--- src/rtl/stage_cfg_ctrl.sv ---
// Per-stage config controller: closes the stage, drains PHVs in flight, writes one
// table entry (key-offset, lookup CAM or action RAM), lets it settle, then re-opens.
module stage_cfg_ctrl #(
    parameter int KEY_OFF  = 18,
    parameter int KEY_LEN  = 197,
    parameter int ACT_W    = 625,
    parameter int ADDR_W   = 4,
    parameter int CNT_W    = 4,
    parameter int DRAIN_TO = 255,
    parameter int WR_GAP   = 2
) (
    input  logic               axis_clk,
    input  logic               aresetn,
    input  logic               phv_in_valid,
    input  logic               phv_out_valid,
    output logic               stg_ready,
    input  logic               cfg_valid,
    output logic               cfg_ready,
    input  logic [1:0]         cfg_sel,
    input  logic [ADDR_W-1:0]  cfg_addr,
    input  logic [ACT_W-1:0]   cfg_data,
    input  logic [KEY_LEN-1:0] cfg_mask,
    output logic [KEY_OFF-1:0] key_off_entry_in,
    output logic               key_off_entry_in_valid,
    output logic [ADDR_W-1:0]  key_off_entry_addr,
    output logic [KEY_LEN-1:0] lookup_din,
    output logic [KEY_LEN-1:0] lookup_din_mask,
    output logic [ADDR_W-1:0]  lookup_din_addr,
    output logic               lookup_din_en,
    output logic [ACT_W-1:0]   action_data_in,
    output logic               action_en,
    output logic [ADDR_W-1:0]  action_addr,
    output logic [CNT_W-1:0]   inflight_cnt,
    output logic [2:0]         err_status,
    input  logic               err_clr
);
    typedef enum logic [1:0] {IDLE, DRAIN, WRITE, GAP} state_t;

    localparam int TO_W  = $clog2(DRAIN_TO + 1);
    localparam int GAP_W = $clog2(WR_GAP + 1);
    localparam logic [CNT_W-1:0] CNT_MAX = '1;

    state_t             state, next_state;
    logic [TO_W-1:0]    to_cnt;
    logic [GAP_W-1:0]   gap_cnt;
    logic [1:0]         sel_q;
    logic [ADDR_W-1:0]  addr_q;
    logic [ACT_W-1:0]   data_q;
    logic [KEY_LEN-1:0] mask_q;

    logic               accept, bad_sel, drain_timeout, wr_go;
    logic               stg_ready_d, cfg_ready_d;
    logic [CNT_W-1:0]   cnt_d;
    logic [2:0]         err_set;

    assign accept        = cfg_valid && cfg_ready;
    assign bad_sel       = accept && (cfg_sel == 2'd3);
    assign drain_timeout = (state == DRAIN) && (inflight_cnt != '0)
                           && (to_cnt == TO_W'(DRAIN_TO - 1));

    // State register plus all registered outputs.
    always_ff @(posedge axis_clk or negedge aresetn) begin
        if (!aresetn) begin
            state                  <= IDLE;
            to_cnt                 <= '0;
            gap_cnt                <= '0;
            sel_q                  <= '0;
            addr_q                 <= '0;
            data_q                 <= '0;
            mask_q                 <= '0;
            stg_ready              <= 1'b1;
            cfg_ready              <= 1'b1;
            inflight_cnt           <= '0;
            err_status             <= '0;
            key_off_entry_in       <= '0;
            key_off_entry_in_valid <= 1'b0;
            key_off_entry_addr     <= '0;
            lookup_din             <= '0;
            lookup_din_mask        <= '0;
            lookup_din_addr        <= '0;
            lookup_din_en          <= 1'b0;
            action_data_in         <= '0;
            action_en              <= 1'b0;
            action_addr            <= '0;
        end else begin
            state        <= next_state;
            to_cnt       <= (state == DRAIN) ? to_cnt + 1'b1 : '0;
            gap_cnt      <= (state == GAP) ? gap_cnt + 1'b1 : '0;
            stg_ready    <= stg_ready_d;
            cfg_ready    <= cfg_ready_d;
            inflight_cnt <= cnt_d;
            err_status   <= err_clr ? 3'b000 : (err_status | err_set);
            if (accept) begin
                sel_q  <= cfg_sel;
                addr_q <= cfg_addr;
                data_q <= cfg_data;
                mask_q <= cfg_mask;
            end
            key_off_entry_in_valid <= wr_go && (sel_q == 2'd0);
            lookup_din_en          <= wr_go && (sel_q == 2'd1);
            action_en              <= wr_go && (sel_q == 2'd2);
            // Table data/addr are only loaded for the table being written and hold otherwise.
            if (wr_go && sel_q == 2'd0) begin
                key_off_entry_in   <= data_q[KEY_OFF-1:0];
                key_off_entry_addr <= addr_q;
            end
            if (wr_go && sel_q == 2'd1) begin
                lookup_din      <= data_q[KEY_LEN-1:0];
                lookup_din_mask <= mask_q;
                lookup_din_addr <= addr_q;
            end
            if (wr_go && sel_q == 2'd2) begin
                action_data_in <= data_q;
                action_addr    <= addr_q;
            end
        end
    end

    always_comb begin
        next_state = state;
        case (state)
            IDLE:  if (accept && cfg_sel != 2'd3) next_state = DRAIN;
            DRAIN: begin
                if (inflight_cnt == '0) next_state = WRITE;
                else if (drain_timeout) next_state = IDLE;
            end
            WRITE: next_state = GAP;
            GAP:   if (gap_cnt == GAP_W'(WR_GAP - 1)) next_state = IDLE;
            default: next_state = IDLE;
        endcase
    end

    // Next values of the registered outputs, counter and error flags.
    always_comb begin
        stg_ready_d = (next_state == IDLE);
        cfg_ready_d = (next_state == IDLE) && !accept;
        wr_go       = (next_state == WRITE);
        cnt_d       = inflight_cnt;
        err_set     = 3'b000;
        if (phv_in_valid && !phv_out_valid) begin
            if (inflight_cnt == CNT_MAX) err_set[2] = 1'b1;
            else                         cnt_d = inflight_cnt + 1'b1;
        end else if (!phv_in_valid && phv_out_valid) begin
            if (inflight_cnt == '0) err_set[2] = 1'b1;
            else                    cnt_d = inflight_cnt - 1'b1;
        end
        if (phv_in_valid && !stg_ready) err_set[2] = 1'b1;
        if (bad_sel)                    err_set[1] = 1'b1;
        if (drain_timeout)              err_set[0] = 1'b1;
    end
endmodule

--- config.mk ---
export PLATFORM = sky130hd
export DESIGN_NAME = stage_cfg_ctrl
export DESIGN_NICKNAME = d
export VERILOG_FILES = /design/src/rtl/stage_cfg_ctrl.sv
export SDC_FILE = /design/constraint.sdc
export NUM_CORES = 2
export LEC_CHECK = 0
export BUFFER_PORTS_ARGS = -buffer_cell sky130_fd_sc_hd__buf_2
export CORE_AREA = 2 2 736 738
export DETAILED_ROUTE_END_ITERATION = 8
export DIE_AREA = 0 0 738 740
export GPL_ROUTABILITY_DRIVEN = 1
export HOLD_SLACK_MARGIN = 0.1
export PLACE_DENSITY = 0.3
export SLEW_MARGIN = 10
export SYNTH_ARGS = -nofsm -noshare
export SYNTH_HDL_FRONTEND = slang
export SYNTH_SLANG_ARGS = --single-unit
export TNS_END_PERCENT = 50
--- constraint.sdc ---
create_clock -name axis_clk -period 5.1 [get_ports axis_clk]
set_input_delay 0.51 -clock axis_clk [delete_from_list [all_inputs] [get_ports axis_clk]]
set_output_delay 0.51 -clock axis_clk [all_outputs]
set_load 0.02 [all_outputs]
==> run_results.csv <==
group,metric,value,unit
die,initial_core_util,13.1,%
run,cap_viol_max_count,0,
worst_setup_path,r2r_setup_slack,1510,ps
sta,setup_ws,1510,ps
worst_setup_path,r2r_start,"inflight_cnt[1]$_DFFE_PN0P_",
global_route,grt_pass1_wl,472000,um
yosys,ys.flop_type,"dfrtp_1",
detailed_routing,wire_per_inst,24.5,um
yosys,avgSynthCellArea,17.3,um^2
power,ir_worst_vdd,0.273,mV
placed_design,place_area,0.0891,mm^2
yosys,synth_cell_types,40,
sta,worstMarginPinSlew,1300,ps
layout,drive_above_1_share,58.4,%
sta,report.final.slew_viol_count,0,
worst_setup_path,r2r-end,"action_data_in[368]$_DFFE_PN0P_",
status,status,"complete, no violations",
die,core_area,0.539,mm^2
worst_setup_path,worstPathRequired,5830,ps
clock_network,cts_setup_buffers,0,
die,dieArea,0.546,mm^2
worst_setup_path,criticalPathCategory,"register to register",
global_route,grtUsageTotal,12.5,%
placed_design,gp_congestion,0.820,
placed_design,dp_slack,1410,ps
layout,post-route-util,19.7,%
die,fp-row-count,270,
yosys,async_flop_share,100,%
worst_setup_path,path_max_fanout,38,
sta,hold_viol,0,
worst_setup_path,arrival,4320,ps
sta,min_period,3590,ps
clock_network,clkLatencyLatePin,910,ps
sta,maxSlewHeadroom,13.2,%
clock_network,cts_buffer_depth,4,
yosys,synthCells,4070,
layout,final_area,0.106,mm^2
detailed_routing,dr.first_iter.drc_count,1792,
worst_hold_path,hp-class,"primary input to asynchronous set/reset pin",
yosys,ys_seq_elements,1901,
yosys,ys.warnings.count,0,
clock_network,cts_root_buffer,"clkbuf_16",
detailed_routing,vias,47000,
worst_setup_path,path_cells,"or4_1 -> or2_1 -> nor3b_2 -> buf_12 -> buf_4 -> mux2_2",
die,die_h,740,um
worst_setup_path,cp-end-kind,"register",
layout,final_cell_mix,"dfrtp_1 (1898), buf_2 (1893), mux2_2 (1777)",
clock_network,path_clk_slew,60,ps
global_route,overflow,0,
global_route,grt_max_degree,144,
detailed_routing,final_antenna_net_count,0,
yosys,yosysSeqAreaShare,67.6,%
worst_setup_path,slowest_delay,700,ps
clock_network,tritoncts,"built",
sta,finClkSkew,55.0,ps
clock_network,numClockSinks,1901,
sta,finalSetupTns,0,ps
sta,rsz0062_at_grt,"false",
layout,fillCellCount,58500,
worst_setup_path,start_kind,"register",
sta,period_share,70.4,%
die,dieWidth,738,um
detailed_routing,wl,353000,um
detailed_routing,firstDrtPassIters,4,
detailed_routing,via_per_inst,3.26,
global_route,antenna_found_initial,153,
yosys,synth_edf_count,0,
power,p_per_area,674,mW/mm^2
worst_setup_path,ff2ff_path_depth,6,
clock_network,h-tree-depth,5,
yosys,syn_area,0.0704,mm^2
detailed_routing,drc,0,
clock_network,cts_made_buffers,263,
worst_setup_path,slowest_stage,"or4_1",
layout,final_common_cell,"dfrtp_1",
global_route,grt_pass1_vias,51500,
sta,setup_violations,0,
layout,fin_nets,7795,
placed_design,hpwlAfterDp,281000,um
power,power.leakage,49.8,nW
placed_design,portBuffers,1894,
yosys,synth_nets,4910,
die,io_pins,1895,
sta,max_freq,279,MHz
layout,syn2layout_area_growth,51.0,%
==> registers in the layout, indices dropped and copies added, names as in the netlist, 3 cells and up <==
| signal | flops |
|---|---|
| action_addr | 4 |
| action_data_in | 625 |
| addr_q | 4 |
| data_q | 625 |
| err_status | 3 |
| inflight_cnt | 4 |
| key_off_entry_addr | 4 |
| key_off_entry_in | 18 |
| lookup_din | 197 |
| lookup_din_addr | 4 |
| lookup_din_mask | 197 |
| mask_q | 197 |
| to_cnt | 8 |
==> synth_stat cells, types with 4 or more instances <==
cell,instances,share of area [%]
clkbuf_1,90,0.48
buf_1,4,0.021
buf_4,69,0.74
ha_1,5,0.089
mux2_1,100,1.6
nor2_1,16,0.085
mux2_2,1777,28
a21oi_1,6,0.043
xor2_1,7,0.087
nand2b_1,5,0.044
inv_1,4,0.021
buf_2,37,0.26
dfrtp_1,1899,67
nand3_1,4,0.028
buf_6,11,0.18
nand2_1,5,0.027
==> how the worst max path moves through the flow <==
stage,from,to,slack [ps],cells past startpoint
detailed placement,inflight_cnt[1]$_DFFE_PN0P_,action_data_in[171]$_DFFE_PN0P_,1410,6
CTS,inflight_cnt[1]$_DFFE_PN0P_,action_data_in[368]$_DFFE_PN0P_,1360,6
global placement,inflight_cnt[1]$_DFFE_PN0P_,action_data_in[184]$_DFFE_PN0P_,1440,6
global route,inflight_cnt[1]$_DFFE_PN0P_,action_data_in[368]$_DFFE_PN0P_,1290,6
floorplan,inflight_cnt[1]$_DFFE_PN0P_,action_data_in[425]$_DFFE_PN0P_,2500,8
finish,inflight_cnt[1]$_DFFE_PN0P_,action_data_in[368]$_DFFE_PN0P_,1510,6
==> worst max-delay path: cells and delay by family (launching register included) <==
| family | cells | cell delay, ps |
|---|---|---|
| buffers and inverters | 2 | 770 |
| flip-flops | 1 | 450 |
| multiplexers | 1 | 410 |
| AND/OR/NAND/NOR | 3 | 1730 |
==> report_power, final <==
group | switching (mW) | total (mW) | internal (mW)
Combinational | 14.5 | 24.4 | 9.96
Sequential | 5.89 | 28.6 | 22.7
Clock | 7.64 | 18.6 | 11.0
Total | 28.0 | 71.6 | 43.6
==> layout make-up <==
type	instances	area, um^2	share of cell area [%]
flip-flops and latches	1901	47600	44.8
well taps	7208	9020	8.48
inverters	4	15.0	0.0141
multi-input cells	1954	21700	20.4
clock inverters	64	962	0.905
diodes	64	160	0.151
clock buffers	388	7690	7.24
repair buffers	2831	19200	18.1
==> metrics by stage <==
| step | power, mW | hold WS, ps | std cells |
|---|---|---|---|
| global route | 75.9 | 138 | 14400 |
| CTS | 73.5 | 105 | 14400 |
| global placement | 53.1 | 418 | 13100 |
| finish | 71.6 | 149 | 14400 |
| floorplan | 39.5 | 214 | 4070 |
| detailed placement | 53.5 | 429 | 13100 |
==> repair_timing <==
| item | CTS | global route |
|---|---|---|
| endpoints found under the hold margin | 903 | 0 |
| gates resized for setup | 0 | 0 |
| hold buffers | 834 | 0 |
==> logic make-up (layout without fill, tap and decap cells) <==
logic type / Yosys count / count (layout) / share of synthesized area [%]
and+or+nand+nor: 47 / 47 / 0.361
DFF: 1901 / 1901 / 67.6
adders and majority gates: 6 / 6 / 0.117
muxes: 1878 / 1878 / 30.0
xor gates and xnor gates: 8 / 8 / 0.0995
buffers and inverters: 215 / 3287 / 1.70
other: 0 / 64 / 0
AOI/OAI and AO/OA: 15 / 15 / 0.132
==> layer usage <==
| metal | global-route usage, % | vias to the layer above | share of wire (%) |
|---|---|---|---|
| met1 | 15.5 | 24400 | 41 |
| met3 | 5.64 | 453 | 11 |
| met5 | 0 | - | 0.068 |
| met4 | 2.77 | 36 | 2.4 |
| met2 | 19.9 | 1747 | 45 |
| li1 | - | 20400 | - |
Power figures use the tool's default switching activity.
